## config.mk

```make
export PLATFORM = sky130hd
export DESIGN_NAME = uart_cmd_parser
export DESIGN_NICKNAME = d
export VERILOG_FILES = /design/src/rtl/conway_pkg.sv /design/src/rtl/uart_cmd_parser.sv
export SDC_FILE = /design/constraint.sdc
export NUM_CORES = 1
export LEC_CHECK = 0
export BUFFER_PORTS_ARGS = -buffer_cell sky130_fd_sc_hd__buf_2
export CORE_ASPECT_RATIO = 1.1
export CORE_MARGIN = 5
export CORE_UTILIZATION = 53
export CTS_CLUSTER_DIAMETER = 100
export DETAILED_ROUTE_END_ITERATION = 16
export PLACE_DENSITY = 0.76
export SYNTH_ARGS = -nofsm -noshare
export SYNTH_HDL_FRONTEND = slang
export SYNTH_SLANG_ARGS = --single-unit
```

## constraint.sdc

```tcl
create_clock -name clk -period 1.99 [get_ports clk]
set_clock_uncertainty 0.1 [all_clocks]
set_input_delay 0 -clock clk [delete_from_list [all_inputs] [get_ports clk]]
set_output_delay 0 -clock clk [all_outputs]
set_load 0.02 [all_outputs]
```

## src/rtl/conway_pkg.sv

```systemverilog
// conway_pkg
// Shared definitions for the Conway board command path: opcode encodings
// carried from the UART command parser to the board controller, plus the
// ASCII byte values that make up the serial command language.
//   Opcodes : NOP, INIT, STEP, RUN_TOGGLE, SET, CLEAR, ZERO (3-bit)
//   ASCII   : ' ', '0', '1', 'C', 'S', 'Z', ESC
package conway_pkg;

  typedef enum logic [2:0] {
    OP_NOP        = 3'd0,
    OP_INIT       = 3'd1,
    OP_STEP       = 3'd2,
    OP_RUN_TOGGLE = 3'd3,
    OP_SET        = 3'd4,
    OP_CLEAR      = 3'd5,
    OP_ZERO       = 3'd6
  } cmd_op_e;

  localparam logic [7:0] ASCII_SPACE = 8'h20;
  localparam logic [7:0] ASCII_0     = 8'h30;
  localparam logic [7:0] ASCII_1     = 8'h31;
  localparam logic [7:0] ASCII_C     = 8'h43;
  localparam logic [7:0] ASCII_S     = 8'h53;
  localparam logic [7:0] ASCII_Z     = 8'h5A;
  localparam logic [7:0] ASCII_ESC   = 8'h1B;

endpackage

```

## src/rtl/uart_cmd_parser.sv

```systemverilog
// uart_cmd_parser
// Turns a stream of bytes from a UART receiver into board commands.
// Single-byte commands ('0','1',' ','Z') emit immediately; 'S'/'C' take
// two ASCII digit operands (column, then row). ESC cancels a pending
// command silently; bad digits, framing errors and inter-byte timeouts
// cancel it with a one-cycle parse_err pulse.
// Ports:
//   clk, rst_n           clock, asynchronous active-low reset
//   rx_data/rx_valid/rx_error/rx_ready   byte input with handshake
//   cmd_valid/cmd_ready  command output handshake
//   cmd_op/cmd_x/cmd_y   decoded command (x/y zero unless SET/CLEAR)
//   parse_err            one-cycle pulse on an aborted command
module uart_cmd_parser
  import conway_pkg::*;
#(
  parameter int unsigned LOG_W          = 3,
  parameter int unsigned LOG_H          = 3,
  parameter int unsigned TIMEOUT_CYCLES = 2400000
) (
  input  logic             clk,
  input  logic             rst_n,
  input  logic [7:0]       rx_data,
  input  logic             rx_valid,
  input  logic             rx_error,
  output logic             rx_ready,
  output logic             cmd_valid,
  input  logic             cmd_ready,
  output logic [2:0]       cmd_op,
  output logic [LOG_W-1:0] cmd_x,
  output logic [LOG_H-1:0] cmd_y,
  output logic             parse_err
);

  localparam int unsigned CNT_W  = $clog2(TIMEOUT_CYCLES + 1);
  localparam int unsigned X_SPAN = 1 << LOG_W;
  localparam int unsigned Y_SPAN = 1 << LOG_H;

  typedef enum logic [1:0] {
    IDLE,
    GET_X,
    GET_Y,
    EMIT
  } state_e;

  state_e           state;
  cmd_op_e          pend_op;
  logic [LOG_W-1:0] x_lat;
  logic [CNT_W-1:0] gap_cnt;

  logic             accept;
  logic             timeout;
  logic [7:0]       digit;
  logic             is_num;
  logic             x_ok;
  logic             y_ok;
  logic [LOG_W-1:0] x_val;
  logic [LOG_H-1:0] y_val;
  logic             idle_emit;
  logic             idle_arm;
  cmd_op_e          idle_op;

  assign accept  = rx_valid && rx_ready;
  assign timeout = (gap_cnt == CNT_W'(TIMEOUT_CYCLES));

  // Digit range check: byte must lie in '0' .. '0' + 2^LOG - 1.
  assign digit  = rx_data - ASCII_0;
  assign is_num = (rx_data >= ASCII_0);
  assign x_ok   = is_num && ({24'b0, digit} < X_SPAN);
  assign y_ok   = is_num && ({24'b0, digit} < Y_SPAN);
  assign x_val  = LOG_W'(digit);
  assign y_val  = LOG_H'(digit);

  // Opcode decode for a byte received while idle.
  always_comb begin
    idle_emit = 1'b0;
    idle_arm  = 1'b0;
    idle_op   = OP_NOP;
    case (rx_data)
      ASCII_0:     begin idle_emit = 1'b1; idle_op = OP_INIT;       end
      ASCII_1:     begin idle_emit = 1'b1; idle_op = OP_STEP;       end
      ASCII_SPACE: begin idle_emit = 1'b1; idle_op = OP_RUN_TOGGLE; end
      ASCII_Z:     begin idle_emit = 1'b1; idle_op = OP_ZERO;       end
      ASCII_S:     begin idle_arm  = 1'b1; idle_op = OP_SET;        end
      ASCII_C:     begin idle_arm  = 1'b1; idle_op = OP_CLEAR;      end
      default:     ;
    endcase
  end

  always_ff @(posedge clk or negedge rst_n) begin
    if (!rst_n) begin
      state     <= IDLE;
      pend_op   <= OP_NOP;
      x_lat     <= '0;
      gap_cnt   <= '0;
      rx_ready  <= 1'b0;
      cmd_valid <= 1'b0;
      cmd_op    <= OP_NOP;
      cmd_x     <= '0;
      cmd_y     <= '0;
      parse_err <= 1'b0;
    end else begin
      parse_err <= 1'b0;
      case (state)
        IDLE: begin
          rx_ready <= 1'b1;
          gap_cnt  <= '0;
          if (accept) begin
            if (rx_error) begin
              parse_err <= 1'b1;
            end else if (idle_emit) begin
              cmd_valid <= 1'b1;
              cmd_op    <= idle_op;
              cmd_x     <= '0;
              cmd_y     <= '0;
              rx_ready  <= 1'b0;
              state     <= EMIT;
            end else if (idle_arm) begin
              pend_op <= idle_op;
              state   <= GET_X;
            end
          end
        end

        GET_X, GET_Y: begin
          // An accepted byte takes priority over a timeout on the same cycle.
          if (accept) begin
            gap_cnt <= '0;
            if (rx_error) begin
              parse_err <= 1'b1;
              state     <= IDLE;
            end else if (rx_data == ASCII_ESC) begin
              state <= IDLE;
            end else if (state == GET_X && x_ok) begin
              x_lat <= x_val;
              state <= GET_Y;
            end else if (state == GET_Y && y_ok) begin
              cmd_valid <= 1'b1;
              cmd_op    <= pend_op;
              cmd_x     <= x_lat;
              cmd_y     <= y_val;
              rx_ready  <= 1'b0;
              state     <= EMIT;
            end else begin
              parse_err <= 1'b1;
              state     <= IDLE;
            end
          end else if (timeout) begin
            gap_cnt   <= '0;
            parse_err <= 1'b1;
            state     <= IDLE;
          end else if (gap_cnt != '1) begin
            gap_cnt <= gap_cnt + CNT_W'(1);
          end
        end

        EMIT: begin
          rx_ready <= 1'b0;
          gap_cnt  <= '0;
          if (cmd_ready) begin
            cmd_valid <= 1'b0;
            cmd_op    <= OP_NOP;
            cmd_x     <= '0;
            cmd_y     <= '0;
            rx_ready  <= 1'b1;
            state     <= IDLE;
          end
        end

        default: begin
          state <= IDLE;
        end
      endcase
    end
  end

endmodule

```

==> results.md <==
- Vias in the first global route: between 2000 and 2500
- Pleak: between 1 and 1.5 nW
- Routed vias/inst: 5.81
- EDFF count, synth: 0
- H-tree depth: 2
- Routed Wire Length: approximately 6300 µm
- Vias: 2261
- Post-layout net count: around 350
- Slowest cell on crit path: dfrtp_1
- Post-synthesis cell type count: between 50 and 60
- Slowest cell delay on critical path: slightly above 400 ps
- Critical Path Sink: state[0]
- Buf/Inv on CP: 0
- CP Launch Type: flip-flop
- Origin of the worst setup path: gap_cnt[14]
- HPWL after DPL: around 4100 µm
- Top post-synthesis cells by area: dfrtp_1, mux2i_1, nor2_1
- Worst VDD drop: around 0.83 mV
- Syn Nets: between 200 and 300
- RSZ-0062 raised after global routing: yes
- Async set-reset flop share out of synthesis: 100%
- CTS Root Buffer Type: clkbuf_8
- Placed insts: about 360
- Clk sink count: between 40 and 50
- Worst path cell trace: nor4b_2 -> nand4_1 -> o31a_1 -> a221oi_2 -> mux2_2
- Hold Path Class: in -> async
- Crit path time final: around 2000 ps
- Multi-input logic area: about 1400 µm²
- Initial Util: 53.9%
- Syn. warnings: 0
- Total gr overflow: 0
- CP Class: reg -> reg
- Die Wd: approximately 75 µm
- All-Layer GR Usage: between 20% and 30%
- WP data required: approximately 2100 ps
- Max Cap Violations: 0
- IO Port Bufs: 24
- Failing checks: setup timing
- Crit path max fanout: 3
- Worst-path clk slew: 80 ps
- N_diodes: 0
- Crit path depth: 5
- DRC violations left: 0
- Final setup fails: 3
- Pwr dens: just under 900 nW/µm²
- Die area: 6090 µm²
- Final hold violation count: 0
- Post-Place Setup Slack: -99.5 ps
- Clk Latency, worst-skew pair: 300 ps
- Reg2Reg Depth: 5
- Register area: 1050 µm²
- TNS Setup: -66.9 ps
- CTS tree: built
- Routed length per placed instance: 16.3 µm
- Clk buf depth: 2
- Area Overhead vs Synth: 33.4%
- Pin count of the biggest net entering global routing: 21
- Routability cong.: around 0.87
- End of the worst register-to-register path: state[0]
- Num CTS Buffers: 5
- Iter 0 DRT Violations: roughly 160
- Sequential fraction of the synthesis area: ~43%
- CP endpoint kind: flip-flop
- Antenna violations before repair: 0
- Slew HR: 70.4%
- Filler cells: approximately 320
- Final ANT Viol Nets: 0
- Final Power: approximately 3 mW
- Dominant synthesized flop cell: dfrtp_1
- Post-Syn Area per Cell: roughly 9.6 µm²
- Yosys reg bits: between 40 and 50
- Final Max Tran Viols: 0
- Cell taking the most area after synthesis: dfrtp_1
- Post-route non-filler standard cell count: 389
- Reg2Reg Launch Point: gap_cnt[14]
- R2R setup slack: -50 ps
- Site Rows: 26
- Post-Syn Instances: between 200 and 300
- Mapped cell area: about 2500 µm²
- WP data arrival: 2120 ps
- Drt pass-1 iters: 4
- Maximum clock frequency: roughly 490 MHz
- Area of the core: 4550 µm²
- Die height: around 80 µm
- IO Pins: 25
- Final worst setup slack: -46.6 ps
- First-pass GRT wire length: between 9000 and 10000 µm
- Fin util: between 70% and 80%
- Worst Tran Pin Value: between 400 and 500 ps
- Outcome: finished with violations
- Share of cells above drive strength 1: a little under two fifths
- Final worst path period share: 102%
- Yosys top cell area share: a little over two fifths
- Family with the most delay on the worst path: compound AO/OA/AOI/OAI gates
==> per-layer routing <==
layer | share of wire, % | GRT usage [%] | vias up
met2 | 53 | 34.6 | 48
met1 | 43 | 25.1 | 1116
met4 | 1.7 | 7.65 | 0
met3 | 2.8 | 4.83 | 14
met5 | 0 | 0 | -
li1 | - | - | 1083
==> worst register-to-register path: stages (launching register included) <==
cell and delay (ps):
dfrtp_1 410, nor4b_2 260, nand4_1 120, o31a_1 330, a221oi_2 330, mux2_2 370
==> placed cells by master (no fill, tap or decap), types with 6 or more instances in the layout <==
master / n
mux2i_1: 11
or3_1: 8
buf_2: 25
dlygate4sd3_1: 6
inv_1: 13
o21ai_0: 8
nor2_1: 24
a21oi_1: 13
nand2_1: 19
nor3_1: 6
buf_4: 38
nand4_1: 10
dfrtp_1: 39
==> cell families after synthesis <==
logic type	Yosys count	share of synthesized area, %
AOI/OAI and AO/OA	48	13.6
xor gates and xnor gates	6	2.14
adders and majority gates	8	4.08
buffers and inverters	24	4.03
DFF	42	42.8
muxes	19	8.61
and+or+nand+nor	109	24.8
==> how the worst min path moves through the flow <==
| stage | to | slack (ps) | depth (start not counted) |
|---|---|---|---|
| 4_1_cts | rx_ready | 80 | 4 |
| 2_1_floorplan | cmd_op[0] | -400 | 0 |
| 3_3_place_gp | gap_cnt[15] | -130 | 1 |
| 5_1_grt | rx_ready | 100 | 4 |
| 3_5_place_dp | gap_cnt[15] | -130 | 1 |
| 6_report | cmd_y[1] | 70 | 2 |
==> power by group <==
part           total [mW]  leakage [nW]  internal [mW]  switching [mW]
clock network       0.658        0.0579          0.369           0.289
registers            1.04         0.568          0.955          0.0804
logic                1.23         0.836          0.561           0.666
total                2.92          1.46           1.88            1.04
==> sequential cells by signal, indices dropped and copies added (netlist names) <==
| name | cells |
|---|---|
| gap_cnt | 22 |
| rx_ready | 1 |
| cmd_op | 3 |
| x_lat | 3 |
| cmd_x | 3 |
| pend_op | 3 |
| parse_err | 1 |
| cmd_valid | 1 |
| cmd_y | 3 |
| state | 2 |
==> final cells by class <==
| class | instances | share of cell area (%) |
|---|---|---|
| flip-flops and latches | 42 | 32.2 |
| clock buffers | 5 | 2.10 |
| repair buffers | 76 | 17.2 |
| well taps | 56 | 2.14 |
| clock inverters | 3 | 1.22 |
| multi-input cells | 190 | 43.2 |
| inverters | 17 | 2.02 |
==> per-stage QoR <==
| step | hold WS, ps | instance area, µm² |
|---|---|---|
| after global routing | 95.9 | 3280 |
| after detailed placement | -129 | 2870 |
| after global placement | -128 | 2870 |
| final | 73.6 | 3280 |
| after CTS | 79.3 | 3100 |
| after floorplan | -396 | 2460 |
==> what timing repair did <==
action,in CTS,in global routing
cloned,0,1
endpoints found under the setup margin,12,31
buffers inserted,5,9
hold endpoints to repair,49,0
hold buffers,6,0
pin swaps,7,15
gates resized for setup,7,32
==> cells in the mapped netlist, types with 3 or more instances <==
library cell	n
mux2i_1	11
inv_1	17
a22o_1	3
mux2_4	3
nand4_1	10
ha_1	8
nor2_1	27
or3_1	9
nor3_1	7
o21ai_0	11
xor2_1	4
nand2_1	20
clkbuf_1	5
and3_1	3
nand3_1	8
a21oi_1	14
dfrtp_1	42
mux2_2	5
and2_1	3
Note: power is estimated with default switching activity, not from simulation.
